--- config.mk ---
export PLATFORM = sky130hd
export DESIGN_NAME = mem_port_arbiter
export DESIGN_NICKNAME = d
export VERILOG_FILES = /design/src/rtl/mem_port_arbiter.sv
export SDC_FILE = /design/constraint.sdc
export NUM_CORES = 1
export LEC_CHECK = 0
export BUFFER_PORTS_ARGS = -buffer_cell sky130_fd_sc_hd__buf_2
export CORE_MARGIN = 2
export CORE_UTILIZATION = 40
export CTS_CLUSTER_SIZE = 10
export DETAILED_ROUTE_END_ITERATION = 10
export PLACE_DENSITY = 0.75
export SLEW_MARGIN = 20
export SYNTH_ARGS = -nofsm -noshare
export SYNTH_HDL_FRONTEND = slang
export SYNTH_SLANG_ARGS = --single-unit
--- constraint.sdc ---
create_clock -name clk -period 2.7 [get_ports clk]
set_clock_uncertainty 0.05 [all_clocks]
set_input_delay 0.135 -clock clk [delete_from_list [all_inputs] [get_ports clk]]
set_output_delay 0.135 -clock clk [all_outputs]
set_load 0.02 [all_outputs]
--- src/rtl/mem_port_arbiter.sv ---
// Arbitrates one blocking memory port between instruction fetch and the data side.
// Define ARB_TIMEOUT_EN to add a BUSY watchdog that aborts with bus_err after TIMEOUT cycles.
module mem_port_arbiter #(
    parameter int unsigned AW      = 32,
    parameter int unsigned DW      = 32,
    parameter int unsigned TIMEOUT = 255
) (
    input  logic          clk,
    input  logic          rst,
    input  logic          i_req,
    input  logic [AW-1:0] i_addr,
    output logic [DW-1:0] i_rdata,
    output logic          i_done,
    output logic          ICacheMiss,
    input  logic          d_req,
    input  logic [3:0]    d_we,
    input  logic [AW-1:0] d_addr,
    input  logic [DW-1:0] d_wdata,
    output logic [DW-1:0] d_rdata,
    output logic          d_done,
    output logic          DCacheMiss,
    output logic          mem_req,
    output logic [AW-1:0] mem_addr,
    output logic [3:0]    mem_we,
    output logic [DW-1:0] mem_wdata,
    input  logic          mem_ack,
    input  logic [DW-1:0] mem_rdata,
    output logic          bus_err
);

    typedef enum logic [1:0] {StIdle, StBusyI, StBusyD, StDone} arbStateT;

    arbStateT state;
    logic     lastGrantD;
    logic     grantD;
    logic     grantI;

    // On a tie the side that did not win the previous tie goes first.
    assign grantD = d_req & (~i_req | ~lastGrantD);
    assign grantI = i_req & ~grantD;

    assign ICacheMiss = i_req & ~i_done;
    assign DCacheMiss = d_req & ~d_done;

`ifdef ARB_TIMEOUT_EN
    localparam int unsigned CntW = ($clog2(TIMEOUT + 1) > 8) ? $clog2(TIMEOUT + 1) : 8;

    logic [CntW-1:0] busyCnt;
    logic            timedOut;

    assign timedOut = (busyCnt == CntW'(TIMEOUT - 1));
`else
    assign bus_err = 1'b0;
`endif

    always_ff @(posedge clk or negedge rst) begin
        if (!rst) begin
            state      <= StIdle;
            lastGrantD <= 1'b0;
            mem_req    <= 1'b0;
            mem_addr   <= '0;
            mem_we     <= '0;
            mem_wdata  <= '0;
            i_rdata    <= '0;
            d_rdata    <= '0;
            i_done     <= 1'b0;
            d_done     <= 1'b0;
`ifdef ARB_TIMEOUT_EN
            busyCnt    <= '0;
            bus_err    <= 1'b0;
`endif
        end else begin
            i_done <= 1'b0;
            d_done <= 1'b0;
`ifdef ARB_TIMEOUT_EN
            bus_err <= 1'b0;
`endif
            unique case (state)
                StIdle: begin
                    if (i_req && d_req) begin
                        lastGrantD <= grantD;
                    end
                    if (grantD) begin
                        mem_req   <= 1'b1;
                        mem_addr  <= d_addr;
                        mem_we    <= d_we;
                        mem_wdata <= d_wdata;
                        state     <= StBusyD;
                    end else if (grantI) begin
                        mem_req   <= 1'b1;
                        mem_addr  <= i_addr;
                        mem_we    <= '0;
                        mem_wdata <= '0;
                        state     <= StBusyI;
                    end
`ifdef ARB_TIMEOUT_EN
                    busyCnt <= '0;
`endif
                end
                StBusyI, StBusyD: begin
                    if (mem_ack) begin
                        mem_req <= 1'b0;
                        state   <= StDone;
                        if (state == StBusyI) begin
                            i_rdata <= mem_rdata;
                            i_done  <= 1'b1;
                        end else begin
                            d_rdata <= mem_rdata;
                            d_done  <= 1'b1;
                        end
                    end
`ifdef ARB_TIMEOUT_EN
                    else if (timedOut) begin
                        mem_req <= 1'b0;
                        state   <= StDone;
                        bus_err <= 1'b1;
                        if (state == StBusyI) begin
                            i_rdata <= DW'(32'hDEADBEEF);
                            i_done  <= 1'b1;
                        end else begin
                            d_rdata <= DW'(32'hDEADBEEF);
                            d_done  <= 1'b1;
                        end
                    end else begin
                        busyCnt <= busyCnt + 1'b1;
                    end
`endif
                end
                // Requests are deliberately not sampled here.
                StDone: state <= StIdle;
                default: state <= StIdle;
            endcase
        end
    end

endmodule

# --- Yosys cells after proc, flatten, opt, wreduce, memory -nomap -nowiden ---
# Cells that the tools add are included.
totals:
  reg_bits: 138
  input_bits: 137
  out_inout_bits: 138
  word_cells: 57
classes:
  eq_ne: 5
  mux: 20
  n_bitwise: 11
  reduce_logical: 11
op_table:
  columns: ["op", "n"]
  rows:
  - ["$mux 32", 4]
  - ["$mux 1", 9]
  - ["$reduce_and 3->1", 3]
  - ["$mux 4", 2]
  - ["$mux 2", 3]
  - ["$not 1->1", 6]
  - ["$pmux 2 s3", 1]
  - ["$reduce_and 2->1", 3]
  - ["$and 1x1->1", 4]
  - ["$eq 2x2->1 const B", 2]
  - ["$reduce_bool 2->1", 2]
  - ["$ne 3x3->1 const B", 1]
  - ["$eq 2x1->1 const B", 1]
  - ["$logic_not 2->1", 1]
  - ["$ne 2x2->1 const B", 1]
  - ["$pmux 1 s2", 1]
  - ["$reduce_or 2->1", 1]
  - ["$logic_and 1x1->1", 1]
  - ["$or 1x1->1", 1]

# --- Longest topological paths before layout ---
depth:
  ltp_word: 8
  mapped_depth: 7

# --- Worst setup path before layout ---
# Ideal clock, no wire load.
synth_path:
  path_type: "register to register"
  start: "reg state[0]"
  end: "reg d_rdata[0]"
  setup_ps: 125
  arrival_ps: 1441
  setup_slack_ps: 1085
  stages_incl_launch_ff: 6
  path_buffers: 1
  period_less_slack_ps: 1615
  cell_sequence: "dfrtp_1 > inv_1 > ha_1 > nand3b_2 > buf_2 > mux2_2"
synth_between:
  elab_chain_len: 3
  word_cells_on_any_way: 5
  classes_between: "eq/ne: 2; bitwise: 1; reduce/logical: 2"
synth_rtl:
  columns: ["element", "line", "text"]
  rows:
  - ["from (decl)", "33", "arbStateT state;"]
  - ["from (signal assigned)", "58", "state <= StIdle;"]
  - ["from (signal assigned)", "88", "state <= StBusyD;"]
  - ["from (signal assigned)", "94", "state <= StBusyI;"]
  - ["$eq 2x1->1 or $eq 2x2->1 (tied branches)", "78, 104", null]
  - ["$reduce_or 2->1 or $not 1->1 (tied branches)", null, null]
  - ["$reduce_and 3->1 (no line) (*)", null, null]
  - ["to (signal assigned)", "108", "d_rdata <= mem_rdata;"]
  - ["to (decl)", "19", "output logic [DW-1:0] d_rdata,"]
# Every way passes the cells marked *; elsewhere a longest branch is shown, timed or not.
# A chain may end at the register's enable or synchronous reset.

# --- Final worst setup path ---
layout_path:
  start: "reg state[0]"
  end: "reg mem_addr[3]"
layout_between:
  elab_chain_len: 2
layout_rtl:
  columns: ["element", "line", "text"]
  rows:
  - ["$logic_not 2->1", "78", "unique case (state)"]
  - ["$reduce_and 2->1 (no line)", null, null]
  - ["to (signal assigned)", "85", "mem_addr <= d_addr;"]
  - ["to (signal assigned)", "91", "mem_addr <= i_addr;"]
  - ["to (decl)", "23", "output logic [AW-1:0] mem_addr,"]
# No other way between the ends.

==> flow_metrics.tcl <==
set metrics [dict create \
    outcome "completed" \
    ir_worst_vdd_v 0.000780 \
    rrSetupSlack_ns 0.22 \
    ys_ff_latch 138 \
    initial_core_util_pct 40.5 \
    post-cts-setup-buffers 0 \
    fin_nets 971 \
    gr-usage-all-layers_pct 23.0 \
    cp.arrival_ns 2.77 \
    min_from "d_req" \
    regArea_um2 3450 \
    synthFlopType "dfrtp_1" \
    required_ns 2.99 \
    layout.cell_area.non_filler_um2 8990 \
    wl_per_cell_um 16.7 \
    insertion_delay_ns 0.41 \
    hold_path_depth 3 \
    hp-class "in -> reg" \
    synthesis.instances 426 \
    path_class "reg -> reg" \
    fin_crit_ns 2.48 \
    crit_end "mem_addr[3]" \
    finalCritPeriodShare_pct 91.9 \
    yosysSeqAreaShare_pct 61.9 \
    critPathMaxFanout 22 \
    grtUsageMet1_pct 25.4 \
    via_count 5068 \
    die_y_um 122 \
    cts_buffers 17 \
    clk_pin_slew_ns 0.06 \
    drt_iter0_drc 223 \
    fin_tns_setup_ns 0 \
    port_buffers 273 \
    nFillCells 1007 \
    grt_overflow 0 \
    tightest_slew_ns 1.04 \
    core_area_um2 13800 \
    p_per_area_nw_per_um2 1240 \
    io_pins 275 \
    cts_tree "yes" \
    multiInputGateArea_um2 1900 \
    synth-edff-count 0 \
    clock-sinks 138 \
    syn_avg_cell_area_um2 13.1 \
    n_antenna_cell 0 \
    cts.path.max_buffers 2 \
    rsz0062_at_grt "false" \
    num_rows 43 \
    clockRootBuffer "clkbuf_16" \
    avgViaCountPerCell 4.95 \
    dpl-instance-area_um2 7050 \
    netlist-cell-type-count 26 \
    max_freq_mhz 403 \
    r2r-end "mem_addr[3]" \
    setup_viol 0 \
    ant_nets 0 \
    ys_warn_count 0 \
    use_met3_pct 6.23 \
    r2r_cells 7 \
    routed_wl_mm 17.1 \
    first_global_vias 5429 \
    area.growth.synth_to_final_pct 61.3 \
    grt_first_pass_wirelength_mm 26.4 \
    syn-num-nets 566 \
    maxCapViolCount 0 \
    use_met2_pct 40.3 \
    die-width_um 122 \
    fp.dieArea_um2 14900 \
    hold_violations 0 \
    antenna_found_initial 0 \
    grt-busiest-layer "met2" \
    async_reset_ff_share_pct 100 \
    slew_headroom_pct 30.6 \
    start_kind "flip-flop" \
    r2r_start "state[0]" \
    drc 0 \
    synth_area_um2 5580 \
    leakagePower_nw 4.41 \
    slew_viol_final 0 \
    firstDrtPassIters 5 \
    critPathCaptureType "flip-flop" \
    cts_max_level 4 \
    grt_max_degree 61 \
    globalplace.congestion 0.785 \
    place_hpwl_mm 10.5 \
    drive_above_1_share_pct 47.7 \
    crit_start "state[0]" \
]
## critical path, stage by stage, from the launching register on
cell           delay, ns
dfrtp_1             0.40
inv_1               0.10
ha_1                0.29
o21a_1              0.52
buf_12              0.24
nor2_1              0.05
a21oi_1             0.15
dlygate4sd3_1       0.59
## state kept, by name, summed over array words and instances, names as in the netlist
signal / count
d_rdata: 32
i_rdata: 32
mem_addr: 32
mem_wdata: 32
mem_we: 4
state: 2
d_done: 1
i_done: 1
lastGrantD: 1
mem_req: 1
## per-layer routing
| layer | wire, um | part of all wire [%] |
|---|---|---|
| met5 | 0 | 0 |
| met2 | 8800 | 52 |
| met3 | 1280 | 7.5 |
| met4 | 605 | 3.5 |
| met1 | 6400 | 37 |
## layout by cell type (no fill, tap or decap), types with 4 or more instances in the layout
master	count
buf_2	272
dlygate4sd3_1	133
a21oi_1	46
mux2_2	65
clkinv_2	4
inv_1	5
clkbuf_16	17
a21oi_2	20
nand2_1	34
nor2_1	35
dfrtp_1	138
a22o_1	36
buf_4	6
## synth_stat cells (2+ instances only)
cell type | count | area [um2]
inv_1 | 5 | 18.8
nor2_1 | 35 | 131
mux2i_1 | 2 | 20.0
dfrtp_1 | 138 | 3450
mux2_2 | 65 | 732
buf_2 | 14 | 70.1
nor2b_1 | 3 | 18.8
a21oi_1 | 46 | 230
a21oi_2 | 20 | 175
buf_6 | 10 | 113
clkbuf_1 | 2 | 7.51
buf_4 | 2 | 15.0
ha_1 | 3 | 37.5
nand2_1 | 34 | 128
a22o_1 | 36 | 315
## power breakdown
| part | switching, mW | internal (mW) |
|---|---|---|
| Sequential | 0.537 | 3.06 |
| Clock | 0.891 | 1.48 |
| Combinational | 2.88 | 2.32 |
## per-stage QoR
| stage | util (%) | total power [mW] | hold slack, ns | setup WS, ns | std cells |
|---|---|---|---|---|---|
| 3_5_place_dp | 51.2 | 8.18 | 0.0509 | 0.699 | 859 |
| 5_1_grt | 65.3 | 11.8 | 0.0661 | 0.0640 | 1024 |
| 6_report | 65.3 | 11.2 | 0.0566 | 0.220 | 1024 |
| 4_1_cts | 65.3 | 11.1 | 0.0425 | 0.287 | 1024 |
| 3_3_place_gp | 51.2 | 7.99 | 0.0405 | 0.773 | 859 |
| 2_1_floorplan | - | 6.62 | -0.211 | 1.08 | 426 |
## cell type report
cell class / count / area share [%]
tap: 180 / 2.50
sequential: 138 / 38.4
multi-input combinational: 255 / 21.1
clock buffer: 18 / 4.88
clock inverter: 14 / 1.88
timing repair buffer: 414 / 31.0
inverter: 5 / 0.209
## what timing repair did
action	in CTS	in global routing
hold buffers	133	0
hold endpoints to repair	181	0
endpoints found under the setup margin	0	0
resized for setup	0	0
## worst min path at each step
| stage | to | slack (ns) |
|---|---|---|
| after CTS | lastGrantD | 0.04 |
| after global placement | i_rdata[26] | 0.04 |
| after detailed placement | i_rdata[26] | 0.05 |
| after floorplan | d_done | -0.21 |
| after global routing | lastGrantD | 0.07 |
| final | lastGrantD | 0.06 |
## kinds of logic (layout without fill, tap and decap cells)
logic type / count (synthesis) / after routing / synth area share, %
DFF: 138 / 138 / 61.9
AOI/OAI and AO/OA: 109 / 109 / 14.4
and+or+nand+nor: 74 / 74 / 5.27
muxes: 67 / 67 / 13.5
buffers and inverters: 33 / 451 / 4.02
adders and majority gates: 3 / 3 / 0.673
other: 1 / 1 / 0.0672
xor gates and xnor gates: 1 / 1 / 0.157
Power figures use the tool's default switching activity.
